--- config.mk ---
export PLATFORM = sky130hd
export DESIGN_NAME = mesi_isc_fifo_rd_arb
export DESIGN_NICKNAME = d
export VERILOG_FILES = /design/src/rtl/mesi_isc_fifo_rd_arb_pkg.sv /design/src/rtl/mesi_isc_fifo_rd_arb_rr_pick.sv /design/src/rtl/mesi_isc_fifo_rd_arb.sv
export SDC_FILE = /design/constraint.sdc
export NUM_CORES = 1
export LEC_CHECK = 0
export ABC_AREA = 1
export ABC_CLOCK_PERIOD_IN_PS = 6950
export CAP_MARGIN = 15
export CORE_MARGIN = 2
export CORE_UTILIZATION = 45
export CTS_CLUSTER_DIAMETER = 50
export DETAILED_ROUTE_END_ITERATION = 7
export MAX_ROUTING_LAYER = met4
export PLACE_DENSITY = 0.95
export SETUP_SLACK_MARGIN = 0.2
export SYNTH_ARGS = -nofsm -noshare
export SYNTH_HDL_FRONTEND = slang
export SYNTH_HIERARCHICAL = 1
export SYNTH_SLANG_ARGS = --single-unit
--- constraint.sdc ---
create_clock -name clk -period 6.95 [get_ports clk]
set_input_delay 2.085 -clock clk [delete_from_list [all_inputs] [get_ports clk]]
set_output_delay 2.085 -clock clk [all_outputs]
set_load 0.05 [all_outputs]
--- src/rtl/mesi_isc_fifo_rd_arb_pkg.sv ---
`default_nettype none
// ============================================================================
// Module      : mesi_isc_fifo_rd_arb_pkg
// Description : Shared definitions for the FIFO read arbiter and its
//               round-robin picker. Holds the default CPU count, the matching
//               index width and the output-stage state encoding.
// Revision    : 1.0 - initial release
// ============================================================================
package mesi_isc_fifo_rd_arb_pkg;

    localparam int CPU_COUNT_DEF      = 4;
    localparam int CPU_COUNT_LOG2_DEF = 2;

    // Output register stage: EMPTY holds nothing, FULL holds one word.
    typedef enum logic [0:0] {
        OUT_EMPTY = 1'b0,
        OUT_FULL  = 1'b1
    } out_state_e;

endpackage : mesi_isc_fifo_rd_arb_pkg
`default_nettype wire

--- src/rtl/mesi_isc_fifo_rd_arb_rr_pick.sv ---
`default_nettype none
// ============================================================================
// Module      : mesi_isc_rr_pick
// Description : Combinational round-robin picker. Grants the first set bit
//               of req searching upward from ptr, wrapping modulo CPU_COUNT.
//               Kept standalone so other request paths can share it.
// Ports       : req        - request vector, bit n = source n
//               ptr        - highest-priority source index this cycle
//               gnt_onehot - one-hot grant (zero when no request)
//               gnt_idx    - binary index of the granted source
//               gnt_valid  - at least one request was present
// Revision    : 1.0 - initial release
// ============================================================================
module mesi_isc_rr_pick
    import mesi_isc_fifo_rd_arb_pkg::*;
#(
    parameter int CPU_COUNT      = CPU_COUNT_DEF,
    parameter int CPU_COUNT_LOG2 = CPU_COUNT_LOG2_DEF
) (
    input  logic [CPU_COUNT-1:0]      req,
    input  logic [CPU_COUNT_LOG2-1:0] ptr,
    output logic [CPU_COUNT-1:0]      gnt_onehot,
    output logic [CPU_COUNT_LOG2-1:0] gnt_idx,
    output logic                      gnt_valid
);

    // One extra bit so ptr+offset cannot overflow before the modulo fold.
    localparam logic [CPU_COUNT_LOG2:0] c_count = (CPU_COUNT_LOG2+1)'(CPU_COUNT);

    always_comb begin
        logic [CPU_COUNT_LOG2:0]   w_sum;
        logic [CPU_COUNT_LOG2-1:0] w_idx;
        gnt_onehot = '0;
        gnt_idx    = '0;
        gnt_valid  = 1'b0;
        w_sum      = '0;
        w_idx      = '0;
        for (int i = 0; i < CPU_COUNT; i++) begin
            // ptr < CPU_COUNT and i < CPU_COUNT, so one subtraction wraps.
            w_sum = {1'b0, ptr} + (CPU_COUNT_LOG2+1)'(i);
            if (w_sum >= c_count) begin
                w_sum = w_sum - c_count;
            end
            w_idx = w_sum[CPU_COUNT_LOG2-1:0];
            if (!gnt_valid && req[w_idx]) begin
                gnt_valid         = 1'b1;
                gnt_idx           = w_idx;
                gnt_onehot[w_idx] = 1'b1;
            end
        end
    end

endmodule : mesi_isc_rr_pick
`default_nettype wire

--- src/rtl/mesi_isc_fifo_rd_arb.sv ---
`default_nettype none
// ============================================================================
// Module      : mesi_isc_fifo_rd_arb
// Description : Read-side consumer for a bank of per-CPU FIFOs. Picks one
//               non-empty FIFO per cycle by round-robin, pops it with a
//               one-cycle rd pulse and registers the popped word into a
//               single-entry valid/ready output stage.
// Ports       : clk, rst      - clock, asynchronous active-high reset
//               fifo_empty_i  - empty flag per FIFO
//               fifo_data_i   - head word per FIFO, flattened (n*DATA_WIDTH)
//               fifo_rd_o     - one-hot (or zero) pop pulse per FIFO
//               out_valid_o   - out_data_o/out_src_o hold a word
//               out_data_o    - popped word
//               out_src_o     - index of the FIFO the word came from
//               out_ready_i   - downstream accepts when valid & ready
// Options     : MESI_ISC_FIFO_RD_ARB_DBG_EN adds dbg_rd_empty_o (sticky
//               pop-of-empty flag) and dbg_pop_cnt_o (16-bit saturating pop
//               counter per source).
// Revision    : 1.0 - initial release
// ============================================================================
module mesi_isc_fifo_rd_arb
    import mesi_isc_fifo_rd_arb_pkg::*;
#(
    parameter int CPU_COUNT      = CPU_COUNT_DEF,
    parameter int CPU_COUNT_LOG2 = CPU_COUNT_LOG2_DEF,
    parameter int DATA_WIDTH     = 32
) (
    input  logic                            clk,
    input  logic                            rst,
    input  logic [CPU_COUNT-1:0]            fifo_empty_i,
    input  logic [CPU_COUNT*DATA_WIDTH-1:0] fifo_data_i,
    output logic [CPU_COUNT-1:0]            fifo_rd_o,
    output logic                            out_valid_o,
    output logic [DATA_WIDTH-1:0]           out_data_o,
    output logic [CPU_COUNT_LOG2-1:0]       out_src_o,
    input  logic                            out_ready_i
`ifdef MESI_ISC_FIFO_RD_ARB_DBG_EN
    ,
    output logic                            dbg_rd_empty_o,
    output logic [CPU_COUNT*16-1:0]         dbg_pop_cnt_o
`endif
);

    localparam logic [CPU_COUNT_LOG2-1:0] c_last_idx = CPU_COUNT_LOG2'(CPU_COUNT-1);

    out_state_e                r_state;
    out_state_e                w_state_nxt;
    logic [CPU_COUNT_LOG2-1:0] r_rr_ptr;
    logic [CPU_COUNT_LOG2-1:0] r_src;
    logic [DATA_WIDTH-1:0]     r_data;

    logic [DATA_WIDTH-1:0]     w_fifo_data [CPU_COUNT];
    logic [CPU_COUNT-1:0]      w_req;
    logic [CPU_COUNT-1:0]      w_gnt_onehot;
    logic [CPU_COUNT_LOG2-1:0] w_gnt_idx;
    logic                      w_gnt_valid;
    logic                      w_can_load;
    logic                      w_grant;

    for (genvar n = 0; n < CPU_COUNT; n++) begin : g_unpack
        assign w_fifo_data[n] = fifo_data_i[n*DATA_WIDTH +: DATA_WIDTH];
    end

    assign w_req = ~fifo_empty_i;

    // The output register can take a new word when empty, or when the word
    // it holds is leaving this cycle.
    assign w_can_load = (r_state == OUT_EMPTY) | out_ready_i;

    mesi_isc_rr_pick #(
        .CPU_COUNT      (CPU_COUNT),
        .CPU_COUNT_LOG2 (CPU_COUNT_LOG2)
    ) u_rr_pick (
        .req        (w_req),
        .ptr        (r_rr_ptr),
        .gnt_onehot (w_gnt_onehot),
        .gnt_idx    (w_gnt_idx),
        .gnt_valid  (w_gnt_valid)
    );

    assign w_grant   = w_can_load & w_gnt_valid;
    assign fifo_rd_o = w_grant ? w_gnt_onehot : '0;

    // Output-stage state register
    always_ff @(posedge clk or posedge rst) begin
        if (rst) begin
            r_state <= OUT_EMPTY;
        end else begin
            r_state <= w_state_nxt;
        end
    end

    always_comb begin
        w_state_nxt = r_state;
        case (r_state)
            OUT_EMPTY: begin
                if (w_grant) begin
                    w_state_nxt = OUT_FULL;
                end
            end
            OUT_FULL: begin
                if (w_grant) begin
                    w_state_nxt = OUT_FULL;
                end else if (out_ready_i) begin
                    w_state_nxt = OUT_EMPTY;
                end
            end
            default: w_state_nxt = OUT_EMPTY;
        endcase
    end

    // Data path and round-robin pointer; both only move on a grant.
    always_ff @(posedge clk or posedge rst) begin
        if (rst) begin
            r_data   <= '0;
            r_src    <= '0;
            r_rr_ptr <= '0;
        end else if (w_grant) begin
            r_data   <= w_fifo_data[w_gnt_idx];
            r_src    <= w_gnt_idx;
            r_rr_ptr <= (w_gnt_idx == c_last_idx) ? '0 : w_gnt_idx + 1'b1;
        end
    end

    assign out_valid_o = (r_state == OUT_FULL);
    assign out_data_o  = r_data;
    assign out_src_o   = r_src;

`ifdef MESI_ISC_FIFO_RD_ARB_DBG_EN
    logic r_rd_empty;

    always_ff @(posedge clk or posedge rst) begin
        if (rst) begin
            r_rd_empty <= 1'b0;
        end else if (|(fifo_rd_o & fifo_empty_i)) begin
            r_rd_empty <= 1'b1;
        end
    end

    assign dbg_rd_empty_o = r_rd_empty;

    for (genvar n = 0; n < CPU_COUNT; n++) begin : g_pop_cnt
        logic [15:0] r_cnt;

        always_ff @(posedge clk or posedge rst) begin
            if (rst) begin
                r_cnt <= '0;
            end else if (fifo_rd_o[n] && (r_cnt != 16'hFFFF)) begin
                r_cnt <= r_cnt + 16'd1;
            end
        end

        assign dbg_pop_cnt_o[n*16 +: 16] = r_cnt;
    end
`endif

endmodule : mesi_isc_fifo_rd_arb
`default_nettype wire

Word level (Yosys, flattened, before mapping)
Cells that the tools add are included.
Widths: inputs -> output; s select.
- bits in registers: 37
- bits of input ports: 135
- output and inout port bits: 39
- eq/ne operators: 1
- multiplexer cells: 41
- order comparisons: 13
- reduce and logical (&&, ||, !) cells: 10
- bitwise logic cells: 8
- add/sub/neg operators: 8
- operators by type and width (kind ; count):
    $bmux 32 s2 ; 1
    $mux 32 ; 2
    $mux 4 ; 5
    $mux 2 ; 9
    $mux 1 ; 15
    $ge 3x3->1 const B ; 4
    $lt 2x3->1 const B ; 4
    $or 4x4->4 ; 3
    $bmux 1 s2 ; 4
    $demux 1 s2 ; 4
    $ge 2x1->1 const B ; 4
    $sub 2x1->2 const B ; 4
    $logic_and 1x1->1 ; 7
    $add 2x2->3 const B ; 2
    $not 4->4 ; 1
    $add 2x1->3 const B ; 1
    $ge 2x3->1 const B ; 1
    $logic_not 1->1 ; 3
    $not 2->3 ; 1
    $add 2x1->2 const B ; 1
    $eq 2x2->1 const B ; 1
    $pmux 1 s2 ; 1
    $and 1x1->1 ; 1
    $not 1->1 ; 1
    $or 1x1->1 ; 1

Longest topological paths before layout
- word-level depth: 18
- depth in mapped cells: 17
- depth with buffers taken out: 15

Hierarchy
Netlist, hierarchy kept.
- modules (own cells, without submodules) (module ; area an instance (um^2) ; cells an instance ; times used):
    mesi_isc_fifo_rd_arb ; 3047.9 ; 544 ; 1
    mesi_isc_rr_pick ; 440.4 ; 74 ; 1

Worst setup path after synthesis
OpenSTA, ideal clock, no wires.
- kind: input to output
- start: in fifo_empty_i[3]
- end: out fifo_rd_o[0]
- buffers on the path: 2
- stages: 11
- path slack: 1.193 ns
- data arrival time: 3.672 ns
- cells stage by stage: inv_1 > inv_1 > nand2_1 > nand3_4 > nand2_4 > nor2_4 > buf_6 > nand4_1 > nand2_1 > buf_2 > nor2_1
- cells in the longest elaborated chain, start to end: 15
- elaborated cells between the ends (all ways): 28
- ends and longest elaborated chain (what ; line ; source):
    from (decl) ; mesi_isc_fifo_rd_arb.sv:30 ; input logic [CPU_COUNT-1:0] fifo_empty_i,
    $not 4->4 (*) ; mesi_isc_fifo_rd_arb.sv:64 ; assign w_req = ~fifo_empty_i;
    $bmux 1 s2 ; mesi_isc_fifo_rd_arb_rr_pick.sv:45 ; if (!gnt_valid && req[w_idx]) begin
    $mux 1 (implied by the code) ; mesi_isc_fifo_rd_arb_rr_pick.sv:45 ;
    $mux 1 ; mesi_isc_fifo_rd_arb_rr_pick.sv:45 ;
    $logic_not 1->1 ; mesi_isc_fifo_rd_arb_rr_pick.sv:45 ;
    $logic_and 1x1->1 ; mesi_isc_fifo_rd_arb_rr_pick.sv:45 ;
    $mux 1 ; mesi_isc_fifo_rd_arb_rr_pick.sv:45 ;
    $logic_not 1->1 ; mesi_isc_fifo_rd_arb_rr_pick.sv:45 ;
    $logic_and 1x1->1 ; mesi_isc_fifo_rd_arb_rr_pick.sv:45 ;
    $mux 1 ; mesi_isc_fifo_rd_arb_rr_pick.sv:45 ;
    $logic_not 1->1 ; mesi_isc_fifo_rd_arb_rr_pick.sv:45 ;
    $logic_and 1x1->1 ; mesi_isc_fifo_rd_arb_rr_pick.sv:45 ;
    $mux 1 (*) ; mesi_isc_fifo_rd_arb_rr_pick.sv:45 ;
    via w_gnt_valid ; mesi_isc_fifo_rd_arb.sv:56 ; logic w_gnt_valid;
    $and 1x1->1 (*) ; mesi_isc_fifo_rd_arb.sv:81 ; assign w_grant = w_can_load & w_gnt_valid;
    $mux 4 (*) ; mesi_isc_fifo_rd_arb.sv:82 ; assign fifo_rd_o = w_grant ? w_gnt_onehot : '0;
    to (decl) ; mesi_isc_fifo_rd_arb.sv:32 ; output logic [CPU_COUNT-1:0] fifo_rd_o,
Mark *: on every way through the listed nets, which the timed path passes. The rest lies on a longest branch. The select of a mux whose other input is x is not followed.

Final worst setup path
- start: in fifo_empty_i[1]
- end: out fifo_rd_o[1]
- elaborated cells between the ends (all ways): 28
- RTL lines (what ; line ; source):
    $not 4->4 (*) ; mesi_isc_fifo_rd_arb.sv:64 ;
    via w_req[1] ; mesi_isc_fifo_rd_arb.sv:53 ; logic [CPU_COUNT-1:0] w_req;
    $bmux 1 s2 ; mesi_isc_fifo_rd_arb_rr_pick.sv:45 ;
    $mux 1 (implied by the code) ; mesi_isc_fifo_rd_arb_rr_pick.sv:45 ;
    $mux 1 ; mesi_isc_fifo_rd_arb_rr_pick.sv:45 ;
    $logic_not 1->1 ; mesi_isc_fifo_rd_arb_rr_pick.sv:45 ;
    $logic_and 1x1->1 ; mesi_isc_fifo_rd_arb_rr_pick.sv:45 ;
    $mux 1 ; mesi_isc_fifo_rd_arb_rr_pick.sv:45 ;
    $logic_not 1->1 ; mesi_isc_fifo_rd_arb_rr_pick.sv:45 ;
    $logic_and 1x1->1 ; mesi_isc_fifo_rd_arb_rr_pick.sv:45 ;
    $mux 1 ; mesi_isc_fifo_rd_arb_rr_pick.sv:45 ;
    $logic_not 1->1 ; mesi_isc_fifo_rd_arb_rr_pick.sv:45 ;
    $logic_and 1x1->1 ; mesi_isc_fifo_rd_arb_rr_pick.sv:45 ;
    $mux 4 (*) ; mesi_isc_fifo_rd_arb_rr_pick.sv:45 ;
    via w_gnt_onehot[1] ; mesi_isc_fifo_rd_arb.sv:54 ; logic [CPU_COUNT-1:0] w_gnt_onehot;
    $mux 4 (*) ; mesi_isc_fifo_rd_arb.sv:82 ;
Marks and branches as above.

==> impl_metrics.tcl <==
set metrics [dict create \
    cp-end-kind "output pin" \
    io_buffers 173 \
    seq_area_frac_synth_pct 26.5 \
    async_flop_share_pct 100 \
    grt_overflow 0 \
    gp_congestion 0.879 \
    cts.clk_slew.worst_paths_ns 0.07 \
    slew_violations 0 \
    final_nets 915 \
    netSwitchingFraction_pct 59.9 \
    dieArea_mm2 0.00847 \
    synth_nets 759 \
    cts_tree "built" \
    core-area_mm2 0.00761 \
    power_frac_seq_pct 13.7 \
    synth_seq_cells 37 \
    cp.arrival_ns 3.89 \
    drtIter0Drc 187 \
    insertion_delay_ns 0.28 \
    hold_class "reg -> reg" \
    grt_max_degree 66 \
    comb_power_share_pct 81.5 \
    area_delta_synth_final_pct 49.6 \
    cts-hold-fix-buffers 0 \
    powerDensity_mw_per_mm2 567 \
    fp.dieW_um 92.0 \
    synth_area_leader_cell "nand2_1" \
    cts_setup_buffers 0 \
    cp_max_fo 6 \
    syn_area_mm2 0.00349 \
    yosysWarnings 6 \
    postPlaceCellArea_mm2 0.00514 \
    floorplan.rows 32 \
    numCtsBuffers 5 \
    setup_viol_count_final 0 \
    routedWlPerCell_um 12.1 \
    dp.cells 869 \
    p_switching_mw 1.77 \
    synth_top_area_share_pct 30.1 \
    critPathKind "in -> out" \
    synth_ff_type "dfrtp_1" \
    cts_buffer_depth 2 \
    drt-total-wl_um 10600 \
    clkPwrFrac_pct 4.7 \
    period_minus_slack_ns 5.98 \
    grt_use_total_pct 26.1 \
    cpPeakStageDelay_ns 0.47 \
    max-cap-violations 0 \
    syn_avg_cell_area_um2 5.64 \
    slowest_stage "clkdlybuf4s50_1" \
    critPathMostFrequentCell "inv_1" \
    path_delay_family "buffers and inverters" \
    dp_hpwl_um 8010 \
    final_cells 877 \
    detail_route.first_pass.iterations 5 \
    final_design_area_no_fill_mm2 0.00522 \
    p_total_mw 2.96 \
    ant_nets 0 \
    slew_headroom_pct 29.7 \
    cts.sinks 37 \
    via_per_inst 4.72 \
    synth_area_leaders "nand2_1 (30%), dfrtp_1 (27%), inv_1 (16%), nand3_1 (11%), buf_6 (3.9%)" \
    io_pins 174 \
    cts_root_buf "clkbuf_8" \
    critPathRequiredTime_ns 4.87 \
    post-route-period-util_pct 86.0 \
    synth_compound_area_share_pct 2.37 \
    cts-resized-gates 0 \
    path_cells "clkdlybuf4s50_1 -> inv_1 -> inv_1 -> nand2_1 -> nand3_2 -> nand2_4 -> nor2_1 -> a21oi_1 -> nand3_1 -> inv_1 -> nor2_1 -> buf_4" \
    initial_utilization_pct 45.9 \
    grt_pass1_wl_um 17500 \
    drc 0 \
    n_antenna_cell 0 \
    rsz0062_at_grt "no" \
    synth_fa_ha_area_share_pct 2.15 \
    tns_ns 0 \
    synth_cell_types 22 \
    yosys.area_share.simple_pct 45.8 \
    grt_pass1_vias 4045 \
    cp-start-kind "primary input" \
    vdd_drop_max_v 0.000298 \
    h-tree-depth 2 \
    leakage_nw 3.03 \
    synth-edff-count 0 \
    num_vias 4139 \
    postSynthCellCount 618 \
    cp_num_buf_inv 5 \
    finalHoldViolCount 0 \
    synth_top_family_by_area "simple AND/OR/NAND/NOR gates" \
    synth-xor-area-share_pct 0 \
    p_int_mw 1.19 \
    fmax_ghz 0.167 \
    skew_ns 0.00313 \
    antenna_found_initial 0 \
    die_h_um 92.0 \
    worst_pin_slew_ns 1.05 \
    drive_gt1_share_pct 3.87 \
    synthMuxAreaShare_pct 0 \
    status "finished clean" \
]
[path summary, 6_finish.rpt]
kind	from	end	slack, ns	depth (start not counted)
max	fifo_empty_i[1]	fifo_rd_o[1]	0.97	12
min	out_data_o[10]	out_data_o[10]	0.47	2
max reg2reg	r_rr_ptr[0]	out_data_o[25]	3.30	14
min reg2reg	out_data_o[10]	out_data_o[10]	0.47	2
max in group asynchronous	rst	out_data_o[18]	4.41	3
min in group asynchronous	rst	out_src_o[1]	2.20	3
[power by group through the flow]
stage	Clock, mW	Combinational [mW]	Sequential, mW
final	0.139	2.41	0.407
after global routing	0.154	2.70	0.422
after CTS	0.143	2.41	0.407
after detailed placement	0	2.40	0.409
after global placement	0	2.32	0.404
after floorplan	0	1.64	0.748
[flip-flops by register name, indices dropped and copies added (netlist names)]
name	count
r_rr_ptr	2
out_src_o	2
out_valid_o	1
out_data_o	32
[cell usage after synthesis, types with 2 or more instances]
| master | instances |
|---|---|
| buf_6 | 12 |
| buf_2 | 10 |
| a21boi_0 | 4 |
| nand4_1 | 7 |
| nand2_2 | 7 |
| buf_4 | 5 |
| ha_1 | 6 |
| nor2_1 | 5 |
| inv_2 | 4 |
| inv_1 | 147 |
| o21ai_0 | 2 |
| nand3_1 | 78 |
| nand2_1 | 280 |
| dfrtp_1 | 37 |
| a21oi_1 | 7 |
[routing by layer]
| layer | part of all wire (%) | GRT usage, % |
|---|---|---|
| met2 | 50 | 45.6 |
| met3 | 8.3 | 6.16 |
| met4 | 3.7 | 11.1 |
| met5 | 0 | - |
| met1 | 38 | 28.6 |
[worst reg2reg max path: cells and delay by family, from the launching register on]
family                   cells  cell delay [ns]
flip-flops                   1             0.55
AND/OR/NAND/NOR              8             1.21
buffers and inverters        4             1.29
adder cells (fa/ha/maj)      1             0.40
AO/OA/AOI/OAI                1             0.15
[cells by family after synthesis]
logic type,count (synthesis)
AOI/OAI and AO/OA,14
DFF,37
and+or+nand+nor,381
adders and majority gates,6
buffers and inverters,180
[through the flow]
stage	util (%)	hold WS [ns]	setup WS, ns
final	68.6	0.475	0.972
after global routing	68.6	0.499	0.802
after CTS	68.6	0.482	1.01
after detailed placement	67.6	0.464	1.02
after global placement	67.6	0.461	1.11
after floorplan	-	0.607	1.19
[layout by cell type (no fill, tap or decap)]
master           instances
nand2_1                280
clkdlybuf4s50_1        169
inv_1                  146
nand3_1                 77
dfrtp_1                 37
buf_4                    9
nand2_2                  7
nand4_1                  7
a21oi_1                  7
ha_1                     6
nor2_1                   5
clkbuf_8                 5
inv_2                    4
a21boi_0                 4
clkbuf_1                 3
o21ai_0                  2
nand3_2                  2
o21a_1                   1
clkinv_1                 1
nand3_4                  1
nand2_4                  1
nor2_4                   1
[layout make-up]
class	instances	area (um^2)
tap	102	128
multi-input combinational	401	1760
fill	627	2390
sequential	37	926
clock buffer	8	80.1
inverter	151	567
timing repair buffer	178	1760
No activity file was read; power rests on OpenSTA's default activity.
